**config.mk**
```make
export PLATFORM = sky130hd
export DESIGN_NAME = packed_fifo_read_sched
export DESIGN_NICKNAME = d
export VERILOG_FILES = /design/src/rtl/packed_fifo_read_sched.sv
export SDC_FILE = /design/constraint.sdc
export NUM_CORES = 1
export LEC_CHECK = 0
export CAP_MARGIN = 10
export CORE_ASPECT_RATIO = 1.5
export CORE_UTILIZATION = 36
export DETAILED_ROUTE_END_ITERATION = 10
export GPL_ROUTABILITY_DRIVEN = 0
export PLACE_DENSITY_LB_ADDON = 0.08
export SETUP_SLACK_MARGIN = 0.05
export SLEW_MARGIN = 20
export SYNTH_ARGS = -nofsm -noshare
export SYNTH_HDL_FRONTEND = slang
export SYNTH_SLANG_ARGS = --single-unit
```
**constraint.sdc**
```tcl
create_clock -name clock -period 2.65 [get_ports clock]
set_input_delay 0.6625 -clock clock [delete_from_list [all_inputs] [get_ports clock]]
set_output_delay 0.6625 -clock clock [all_outputs]
set_load 0.005 [all_outputs]
```
**src/rtl/packed_fifo_read_sched.sv**
```systemverilog
// Read-side scheduler for a multi-queue packed FIFO: round-robin pop of queue
// heads with a mandatory idle cycle after each pop, feeding a valid/ready output.
module packed_fifo_read_sched #(
   parameter int logN  = 2,
   parameter int WIDTH = 36,
   parameter int CNT_W = 16
) (
   input  logic                          clock,
   input  logic                          reset,
   input  logic [(1<<logN)-1:0]          q_enable,
   input  logic [(1<<logN)-1:0]          fifo_has_data,
   input  logic [(1<<logN)*WIDTH-1:0]    fifo_data,
   output logic                          fifo_read,
   output logic [logN-1:0]               fifo_rid,
   output logic                          out_valid,
   output logic [WIDTH-1:0]              out_data,
   output logic [logN-1:0]               out_qid,
   input  logic                          out_ready,
   output logic [CNT_W-1:0]              stall_count
);
   localparam int N = 1 << logN;

   typedef enum logic {ARB, GAP} state_t;

   state_t            r_state, w_state_nxt;
   logic [logN-1:0]   r_rr_last;
   logic              r_out_valid;
   logic [WIDTH-1:0]  r_out_data;
   logic [logN-1:0]   r_out_qid;
   logic [CNT_W-1:0]  r_stall;

   logic [N-1:0]      w_cand;
   logic              w_any, w_slot_free, w_grant;
   logic [logN-1:0]   w_gnt;

   assign w_cand      = fifo_has_data & q_enable;
   assign w_any       = |w_cand;
   assign w_slot_free = ~r_out_valid | out_ready;

   // Descending scan, last hit wins: the nearest candidate after rr_last is chosen.
   always_comb begin
      w_gnt = r_rr_last;
      for (int k = N; k >= 1; k--)
         if (w_cand[r_rr_last + logN'(k)]) w_gnt = r_rr_last + logN'(k);
   end

   always_comb begin
      w_state_nxt = r_state;
      w_grant     = 1'b0;
      case (r_state)
         ARB: if (w_any && w_slot_free && !reset) begin
            w_grant     = 1'b1;
            w_state_nxt = GAP;
         end
         GAP: w_state_nxt = ARB;
         default: w_state_nxt = ARB;
      endcase
   end

   always_ff @(posedge clock) begin
      if (reset) r_state <= ARB;
      else       r_state <= w_state_nxt;
   end

   always_ff @(posedge clock) begin
      if (reset) begin
         r_rr_last   <= logN'(N - 1);
         r_out_valid <= 1'b0;
         r_out_data  <= '0;
         r_out_qid   <= '0;
      end else if (w_grant) begin
         r_rr_last   <= w_gnt;
         r_out_valid <= 1'b1;
         r_out_data  <= fifo_data[w_gnt*WIDTH +: WIDTH];
         r_out_qid   <= w_gnt;
      end else if (r_out_valid && out_ready) begin
         r_out_valid <= 1'b0;
      end
   end

   // Counts ARB cycles where work exists but the output slot is occupied.
   always_ff @(posedge clock) begin
      if (reset)
         r_stall <= '0;
      else if (r_state == ARB && w_any && !w_slot_free && !(&r_stall))
         r_stall <= r_stall + 1'b1;
   end

   assign fifo_read   = w_grant;
   assign fifo_rid    = w_grant ? w_gnt : r_rr_last;
   assign out_valid   = r_out_valid;
   assign out_data    = r_out_data;
   assign out_qid     = r_out_qid;
   assign stall_count = r_stall;
endmodule

```
# ---- Word level (Yosys, flattened, before mapping)
# Index checks and enable logic that the tools add are counted.
dict set report op_classes {
  magnitude_cmp 3
  bitwise 4
  n_mul 1
  addsub 4
  n_reduce_logical 12
  shift 1
  n_mux 15
}
# op n
set ops {}
lappend ops {{144-bit by 9-bit indexed part select with 36-bit output} 1}
lappend ops {{16-bit by 1-bit adder with 16-bit output, second input constant} 1}
lappend ops {{16-bit AND reduction} 1}
lappend ops {{2-bit by 3-bit < comparator with 1-bit output, second input constant} 3}
lappend ops {{2-bit 2-to-1 mux} 4}
lappend ops {{1-bit 2-to-1 mux} 7}
lappend ops {{1-bit binary-select mux with 2-bit select} 3}
lappend ops {{1-bit logical AND} 6}
lappend ops {{2-bit by 4-bit multiplier with 6-bit output, second input constant} 1}
lappend ops {{2-bit adder, second input constant} 2}
lappend ops {{4-bit AND} 1}
lappend ops {{4-bit OR reduction} 1}
lappend ops {{1-bit zero test} 3}
lappend ops {{2-bit by 1-bit adder with 2-bit output, second input constant} 1}
lappend ops {{1-bit NOT} 2}
lappend ops {{1-bit one-hot mux with 2 select lines} 1}
lappend ops {{2-bit nonzero test} 1}
lappend ops {{1-bit bitwise OR} 1}
dict set report totals {
  in_bits 155
  word_cells 46
  ff_bits 58
  out_inout_bits 58
}

# ---- Logic depth before layout (Yosys ltp)
# Gate-level depths: netlist (run 1).
dict set report depth {
  depth_word 8
  mapped_depth 8
  mapped_depth_nobuf 6
}

# ---- Worst setup path after synthesis (run 1)
# No wires, ideal clock.
dict set report synth_timing {
  kind {input-to-output}
  from {input fifo_has_data[0]}
  to {output fifo_rid[0]}
  t_required_ns 1.987
  path_buffers 0
  arrival_ns 1.744
  stages 3
  slack_ns 0.243
  cell_sequence {a22oi_2 > a2111oi_4 > mux2_2}
}
dict set report synth_between {
  elab_chain_cells 7
  elab_cells_between_ends 16
  classes_between {12 x mux; 1 x bitwise; 3 x reduce/logical}
}
# element line
set synth_lines {}
lappend synth_lines {{from (decl)} 11} ;# input logic [(1<<logN)-1:0] fifo_has_data,
lappend synth_lines {{4-bit AND} 36} ;# assign w_cand = fifo_has_data & q_enable;
lappend synth_lines {{4-bit OR reduction} 37} ;# assign w_any = |w_cand;
lappend synth_lines {{1-bit logical AND (2 in a row)} 51} ;# ARB: if (w_any && w_slot_free && !reset) begin
lappend synth_lines {{1-bit 2-to-1 mux} 51}
lappend synth_lines {{1-bit 2-to-1 mux} 50} ;# case (r_state)
lappend synth_lines {{via fifo_read} 13} ;# output logic fifo_read,
lappend synth_lines {{2-bit 2-to-1 mux} --}
lappend synth_lines {{to (decl)} 14} ;# output logic [logN-1:0] fifo_rid,
# The timed path passes the listed nets, and every way through them passes these cells. The select of a mux whose other input is x is not followed.

# ---- Worst setup path in the final report (run 1)
dict set report layout_timing {
  from {input fifo_has_data[1]}
  to {output fifo_rid[0]}
}
dict set report layout_between {
  elab_chain_cells 7
  elab_cells_between_ends 16
  classes_between {12 x mux; 1 x bitwise; 3 x reduce/logical}
}
# element line
set layout_lines {}
lappend layout_lines {{4-bit AND *} 36}
lappend layout_lines {{1-bit binary-select mux with 2-bit select or 4-bit OR reduction (tied branches)} {44, 37}}
lappend layout_lines {{1-bit 2-to-1 mux (not written as such) or 1-bit logical AND (tied branches)} {44, 51}}
lappend layout_lines {{2-bit 2-to-1 mux or 1-bit logical AND (tied branches)} {44, 51}}
lappend layout_lines {{2-bit 2-to-1 mux or 1-bit 2-to-1 mux (tied branches)} {44, 51}}
lappend layout_lines {{2-bit 2-to-1 mux or 1-bit 2-to-1 mux (tied branches)} {44, 50}}
lappend layout_lines {{2-bit 2-to-1 mux *} --}
# Every way passes the cells marked *; elsewhere a longest branch is shown, timed or not. The select of a mux whose other input is x is not followed.

==> results.sh, run 1 <==
export IMPL_status="finished, final reports clean"
export IMPL_max_slew_margin=0.503
export IMPL_cts_root_to_sink_buffers=2
export IMPL_grt_pass1_vias=3502
export IMPL_final_cells=665
export IMPL_drt_iter0_markers=166
export IMPL_cp_arrival_ns=1.88
export IMPL_h_tree_depth=3
export IMPL_setup_violations=0
export IMPL_die_h_um=116
export IMPL_hp_class="flop to flop"
export IMPL_rsz0062_at_grt="false"
export IMPL_port_buffers=212
export IMPL_cpLargestDelayFamily="compound AO/OA/AOI/OAI gates"
export IMPL_mappedNetlistNets=477
export IMPL_clk_latency_ns=0.32
export IMPL_power_mw=2.95
export IMPL_placed_cells=640
export IMPL_vias=3496
export IMPL_synthCells=321
export IMPL_multi_input_area_um2=1890
export IMPL_syn_area_per_cell_um2=9.74
export IMPL_period_minus_slack_ns=2.54
export IMPL_placed_area_um2=5500
export IMPL_combPwrFrac=0.304
export IMPL_dr_pass1_iters=4
export IMPL_final_cell_mix="199 x clkdlybuf4s50_1, 73 x mux2i_1, 58 x dfxtp_1"
export IMPL_netlist_area_um2=3130
export IMPL_cp_slowest_cell="a2111oi_4"
export IMPL_crit_buf_inv=3
export IMPL_cts_sinks=58
export IMPL_cts_clk_slew_worst_paths_ns=0.05
export IMPL_end_kind="primary output"
export IMPL_tns_ns=0
export IMPL_die_w_um=78.1
export IMPL_path_max_fanout=4
export IMPL_fin_skew_ns=0.00511
export IMPL_viasPerCell=5.26
export IMPL_preCtsSetupSlack_ns=-0.598
export IMPL_cts_hold_buf=0
export IMPL_tritoncts="yes"
export IMPL_hold_viol_final=0
export IMPL_utilization=0.689
export IMPL_fillers=684
export IMPL_maxCapViolCount=0
export IMPL_nNetsFinal=709
export IMPL_syn2layout_area_growth_pct=85.6
export IMPL_grt_usage=0.255
export IMPL_antenna_left=0
export IMPL_drive_gt1_frac=0.122
export IMPL_p_leak_nw=2.42
export IMPL_seqPwrFrac=0.346
export IMPL_intPower_mw=2.19
export IMPL_coreArea_um2=8410
export IMPL_finalWorstSetupSlack_ns=0.107
export IMPL_synth_cell_type_count=45
export IMPL_dp_hpwl_mm=8.82
export IMPL_fmax_mhz=393
export IMPL_start_util=0.372
export IMPL_cts_root_buf="clkbuf_16"
export IMPL_drc=0
export IMPL_grt_pass1_wl_mm=17.7
export IMPL_grt_max_degree=45
export IMPL_routedWlPerCell_um=17.7
export IMPL_tightest_slew_ns=0.745
export IMPL_crit_path_max_incr_delay_ns=0.42
export IMPL_yosys_warnings=0
export IMPL_slew_viol_final=0
export IMPL_crit_path_cell_trace="buf_2, a22oi_2, a2111oi_4, buf_4, mux2_4, clkbuf_2"
export IMPL_pin_count=213
export IMPL_power_density_nw_per_um2=509
export IMPL_synth_seq_cells=58
export IMPL_peakVddDrop_uv=417
export IMPL_insertedDiodeCount=0
export IMPL_final_common_cell="clkdlybuf4s50_1"
export IMPL_netSwitchingPower_mw=0.767
export IMPL_seqCellArea_um2=1160
export IMPL_required_ns=1.99
export IMPL_antenna_found_initial=0
export IMPL_critPathKind="input pin to primary output"
export IMPL_whs_ns=0.443
export IMPL_grt_overflow=0
export IMPL_wl_mm=11.8
export IMPL_worstSetupStartpointType="input pin"
export IMPL_num_rows=41
export IMPL_fin_area_um2=5800
export IMPL_yosysSeqAreaShare=0.371
export IMPL_min_period_over_period=0.960
export IMPL_cts_buffers=9
export IMPL_dieArea_um2=9070
export IMPL_p_sw_frac=0.260
export IMPL_pwr_share_clk=0.350
cell usage after synthesis (all sizes together):
library cell / number / area (um^2)
mux2i: 73 / 731
dfxtp: 58 / 1160
nand2: 46 / 175
o221ai: 36 / 315
nor2: 14 / 52.6
buf: 11 / 53.8
clkbuf: 11 / 42.5
xor2: 11 / 96.3
a21oi: 6 / 30.0
o21ai: 5 / 25.0
and4: 4 / 35.0
nand3: 4 / 20.0
nand4: 4 / 31.3
a2111oi: 3 / 51.3
a22oi: 3 / 32.5
and3: 3 / 18.8
o211ai: 3 / 36.3
or3: 3 / 18.8
a22o: 2 / 17.5
o2111ai: 2 / 17.5
o21a: 2 / 15.0
or2: 2 / 12.5
a211o: 1 / 8.76
a211oi: 1 / 12.5
a21boi: 1 / 7.51
a32o: 1 / 10.0
a32oi: 1 / 8.76
and3b: 1 / 8.76
and4b: 1 / 10.0
ha: 1 / 12.5
mux2: 1 / 11.3
nand2b: 1 / 6.26
nand3b: 1 / 7.51
nand4bb: 1 / 11.3
nor2b: 1 / 6.26
nor3: 1 / 5.00
o21ba: 1 / 10.0
cells by family after synthesis:
group | synth area share
xor+xnor | 0.0308
fa+ha+maj | 0.00400
buf+inv | 0.0308
simple gates | 0.134
flops | 0.371
compound gates | 0.191
mux | 0.237
power by group through the flow:
stage	logic, mW	clock network (mW)	registers [mW]
2_1_floorplan	0.337	0	1.04
3_3_place_gp	0.872	0	1.03
3_5_place_dp	0.886	0	1.04
4_1_cts	0.894	1.04	1.02
5_1_grt	0.959	1.09	1.03
6_report	0.899	1.03	1.02
routing by layer:
layer | vias up | routed length [um] | global-route usage | share of wire
met5 | - | 0 | 0 | 0
met1 | 1634 | 4330 | 0.258 | 0.37
li1 | 1697 | - | - | -
met3 | 24 | 883 | 0.0664 | 0.075
met4 | 0 | 294 | 0.0901 | 0.025
met2 | 141 | 6260 | 0.496 | 0.53
cell type report:
class,count,area share
clock buffers,13,0.0431
clock inverters,3,0.00259
multi-input cells,241,0.327
flip-flops and latches,58,0.200
well taps,107,0.0231
repair buffers,243,0.404
worst min-delay path: stages, from the launching register on:
cell and delay [ns]:
dfxtp_1 0.30, nand2_1 0.05, nand2_1 0.04
final timing paths:
| kind | slack [ns] | cells after the start | startpoint | endpoint |
|---|---|---|---|---|
| worst max-delay path | 0.11 | 6 | fifo_has_data[1] | fifo_rid[0] |
| worst max register to register | 0.39 | 7 | r_rr_last[1]$_SDFF_PP1_ | out_data[25]$_SDFFE_PP0P_ |
| worst min-delay path | 0.44 | 2 | out_qid[1]$_SDFFE_PP0P_ | out_qid[1]$_SDFFE_PP0P_ |
| worst min register to register | 0.44 | 2 | out_qid[1]$_SDFFE_PP0P_ | out_qid[1]$_SDFFE_PP0P_ |
state kept, by name, indices dropped and copies added, names as in the netlist:
register and cells:
out_qid 2, stall_count 16, out_valid 1, r_rr_last 2, r_state 1, out_data 36
timing repair:
item	in CTS	in global routing
setup endpoints to repair	40	3
resized for setup	44	3
pin swaps	3	2
buffers inserted	6	2
No activity file was read; power rests on OpenSTA's default activity.
==> inputs of run 2 (changes only) <==
--- a/config.mk
+++ b/config.mk
@@ -6,8 +6,10 @@
 export NUM_CORES = 1
 export LEC_CHECK = 0
 export CAP_MARGIN = 10
+export CELL_PAD_IN_SITES_DETAIL_PLACEMENT = 1
+export CELL_PAD_IN_SITES_GLOBAL_PLACEMENT = 2
 export CORE_ASPECT_RATIO = 1.5
-export CORE_UTILIZATION = 36
+export CORE_UTILIZATION = 19
 export DETAILED_ROUTE_END_ITERATION = 10
 export GPL_ROUTABILITY_DRIVEN = 0
 export PLACE_DENSITY_LB_ADDON = 0.08
==> run 2 against run 1 <==
  * Cell count grew 15%
  * Global-route usage shrank 9.0 points
  * Sequential power is essentially flat
  * Total power grew 5.9%
  * Combinational power grew 0.7%
  * Clock power grew 17%
==> results.sh, run 2 (synthesized netlist as in run 1, its figures left out) <==
export IMPL_slew_viol_final=0
export IMPL_drc=0
export IMPL_placed_cells=743
export IMPL_crit_path_cell_trace="buf_2, a22oi_2, a2111oi_4, buf_4, mux2_4, buf_2"
export IMPL_antenna_left=0
export IMPL_fin_skew_ns=0.00691
export IMPL_h_tree_depth=3
export IMPL_tightest_slew_ns=0.561
export IMPL_antenna_found_initial=1
export IMPL_min_period_over_period=0.952
export IMPL_dp_hpwl_mm=10.9
export IMPL_required_ns=1.99
export IMPL_r2r_start="r_rr_last[1]$_SDFF_PP1_"
export IMPL_clk_latency_ns=0.33
export IMPL_crit_buf_inv=3
export IMPL_syn2layout_area_growth_pct=90.7
export IMPL_cpLargestDelayFamily="compound AO/OA/AOI/OAI gates"
export IMPL_drt_iter0_markers=92
export IMPL_p_leak_nw=2.43
export IMPL_cts_root_to_sink_buffers=2
export IMPL_power_density_nw_per_um2=525
export IMPL_setup_violations=0
export IMPL_grt_pass1_wl_mm=21.1
export IMPL_port_buffers=212
export IMPL_dr_pass1_iters=4
export IMPL_period_minus_slack_ns=2.52
export IMPL_end_kind="primary output"
export IMPL_cts_root_buf="clkbuf_16"
export IMPL_path_max_fanout=4
export IMPL_cts_hold_buf=0
export IMPL_hold_end="out_qid[1]$_SDFFE_PP0P_"
export IMPL_max_slew_margin=0.626
export IMPL_tritoncts="yes"
export IMPL_vias=3507
export IMPL_drive_gt1_frac=0.122
export IMPL_grt_usage=0.165
export IMPL_fmax_mhz=397
export IMPL_rsz0062_at_grt="false"
export IMPL_wl_mm=14.1
export IMPL_grt_pass1_vias=3733
export IMPL_num_rows=57
export IMPL_status="finished, final reports clean"
export IMPL_peakVddDrop_uv=281
export IMPL_die_w_um=107
export IMPL_r2r_end="out_data[0]$_SDFFE_PP0P_"
export IMPL_crit_path_max_incr_delay_ns=0.39
export IMPL_whs_ns=0.452
export IMPL_die_h_um=159
export IMPL_hold_depth=2
export IMPL_hold_viol_final=0
export IMPL_hp_class="flop to flop"
export IMPL_grt_max_degree=71
export IMPL_cts_sinks=58
export IMPL_nNetsFinal=708
export IMPL_grt_overflow=0
export IMPL_tns_ns=0
export IMPL_viasPerCell=4.60
export IMPL_cts_buffers=9
export IMPL_coreArea_um2=16100
export IMPL_crit_top_cell="buf_2"
export IMPL_dieArea_um2=17000
export IMPL_largest_reg_flops=36
export IMPL_rrSetupSlack_ns=0.41
export IMPL_critPathKind="input pin to primary output"
export IMPL_worstRegToRegCells=7
export IMPL_final_common_cell="clkdlybuf4s50_1"
export IMPL_routedWlPerCell_um=18.5
export IMPL_worstSetupStartpointType="input pin"
export IMPL_cp_arrival_ns=1.86
export IMPL_hp_start="out_qid[1]$_SDFFE_PP0P_"
export IMPL_start_util=0.194
export IMPL_pin_count=213
export IMPL_cp_slowest_cell="a2111oi_4"
export IMPL_final_cells=763
export IMPL_final_cell_mix="199 x clkdlybuf4s50_1, 73 x mux2i_1, 58 x dfxtp_1"
export IMPL_maxCapViolCount=0
export IMPL_cts_clk_slew_worst_paths_ns=0.05
## run 2: repair_timing
| item | 4_1_cts | 5_1_grt |
|---|---|---|
| pin swaps | 3 | 3 |
| setup endpoints to repair | 4 | 2 |
| setup buffers | 5 | 0 |
| resized for setup | 41 | 7 |
## run 2: metal layers
metal  global-route usage  vias to the layer above  wire length (um)
met4               0.0573                        0               210
met3               0.0340                       12               783
met1                0.173                     1685              5460
met2                0.316                      117              7660
met5                    0                        -                 0
li1                     -                     1693                 -
## run 2: report_power, final
group,internal [mW],switching [mW]
Combinational,0.560,0.345
Clock,0.798,0.406
Sequential,0.968,0.0528
Total,2.33,0.804
## run 2: how the worst max path moves through the flow
| stage | startpoint | end | slack, ns | depth (start not counted) |
|---|---|---|---|---|
| after detailed placement | q_enable[1] | fifo_rid[1] | -0.58 | 6 |
| final | fifo_has_data[1] | fifo_rid[0] | 0.13 | 6 |
| after CTS | q_enable[2] | fifo_rid[1] | 0.06 | 8 |
| after global placement | fifo_has_data[1] | fifo_rid[1] | -0.58 | 6 |
| after floorplan | fifo_has_data[0] | fifo_rid[0] | 0.24 | 3 |
| after global routing | fifo_has_data[0] | fifo_rid[0] | 0.08 | 6 |
## run 2: area by class of cell
type	instances	area, um^2
Clock inverter	2	35.0
Tap cell	206	258
Fill cell	1875	10200
Multi-Input combinational cell	241	1900
Timing Repair Buffer	242	2330
Clock buffer	13	270
Antenna cell	1	2.50
Sequential cell	58	1160
## run 2: tightest hold or removal path, stage by stage (launching register included)
cell and delay, ns:
dfxtp_1 0.31, nand2_1 0.06, nand2_1 0.04
## run 2: stage by stage
| stage | worst slack, ns | instance area (um^2) | power [mW] | utilization |
|---|---|---|---|---|
| after floorplan | 0.243 | 3130 | 1.38 | - |
| after global placement | -0.577 | 5660 | 1.94 | 0.351 |
| after detailed placement | -0.583 | 5660 | 1.96 | 0.351 |
| after CTS | 0.0568 | 5990 | 3.20 | 0.372 |
| after global routing | 0.0802 | 5960 | 3.29 | 0.370 |
| final | 0.128 | 5960 | 3.13 | 0.370 |
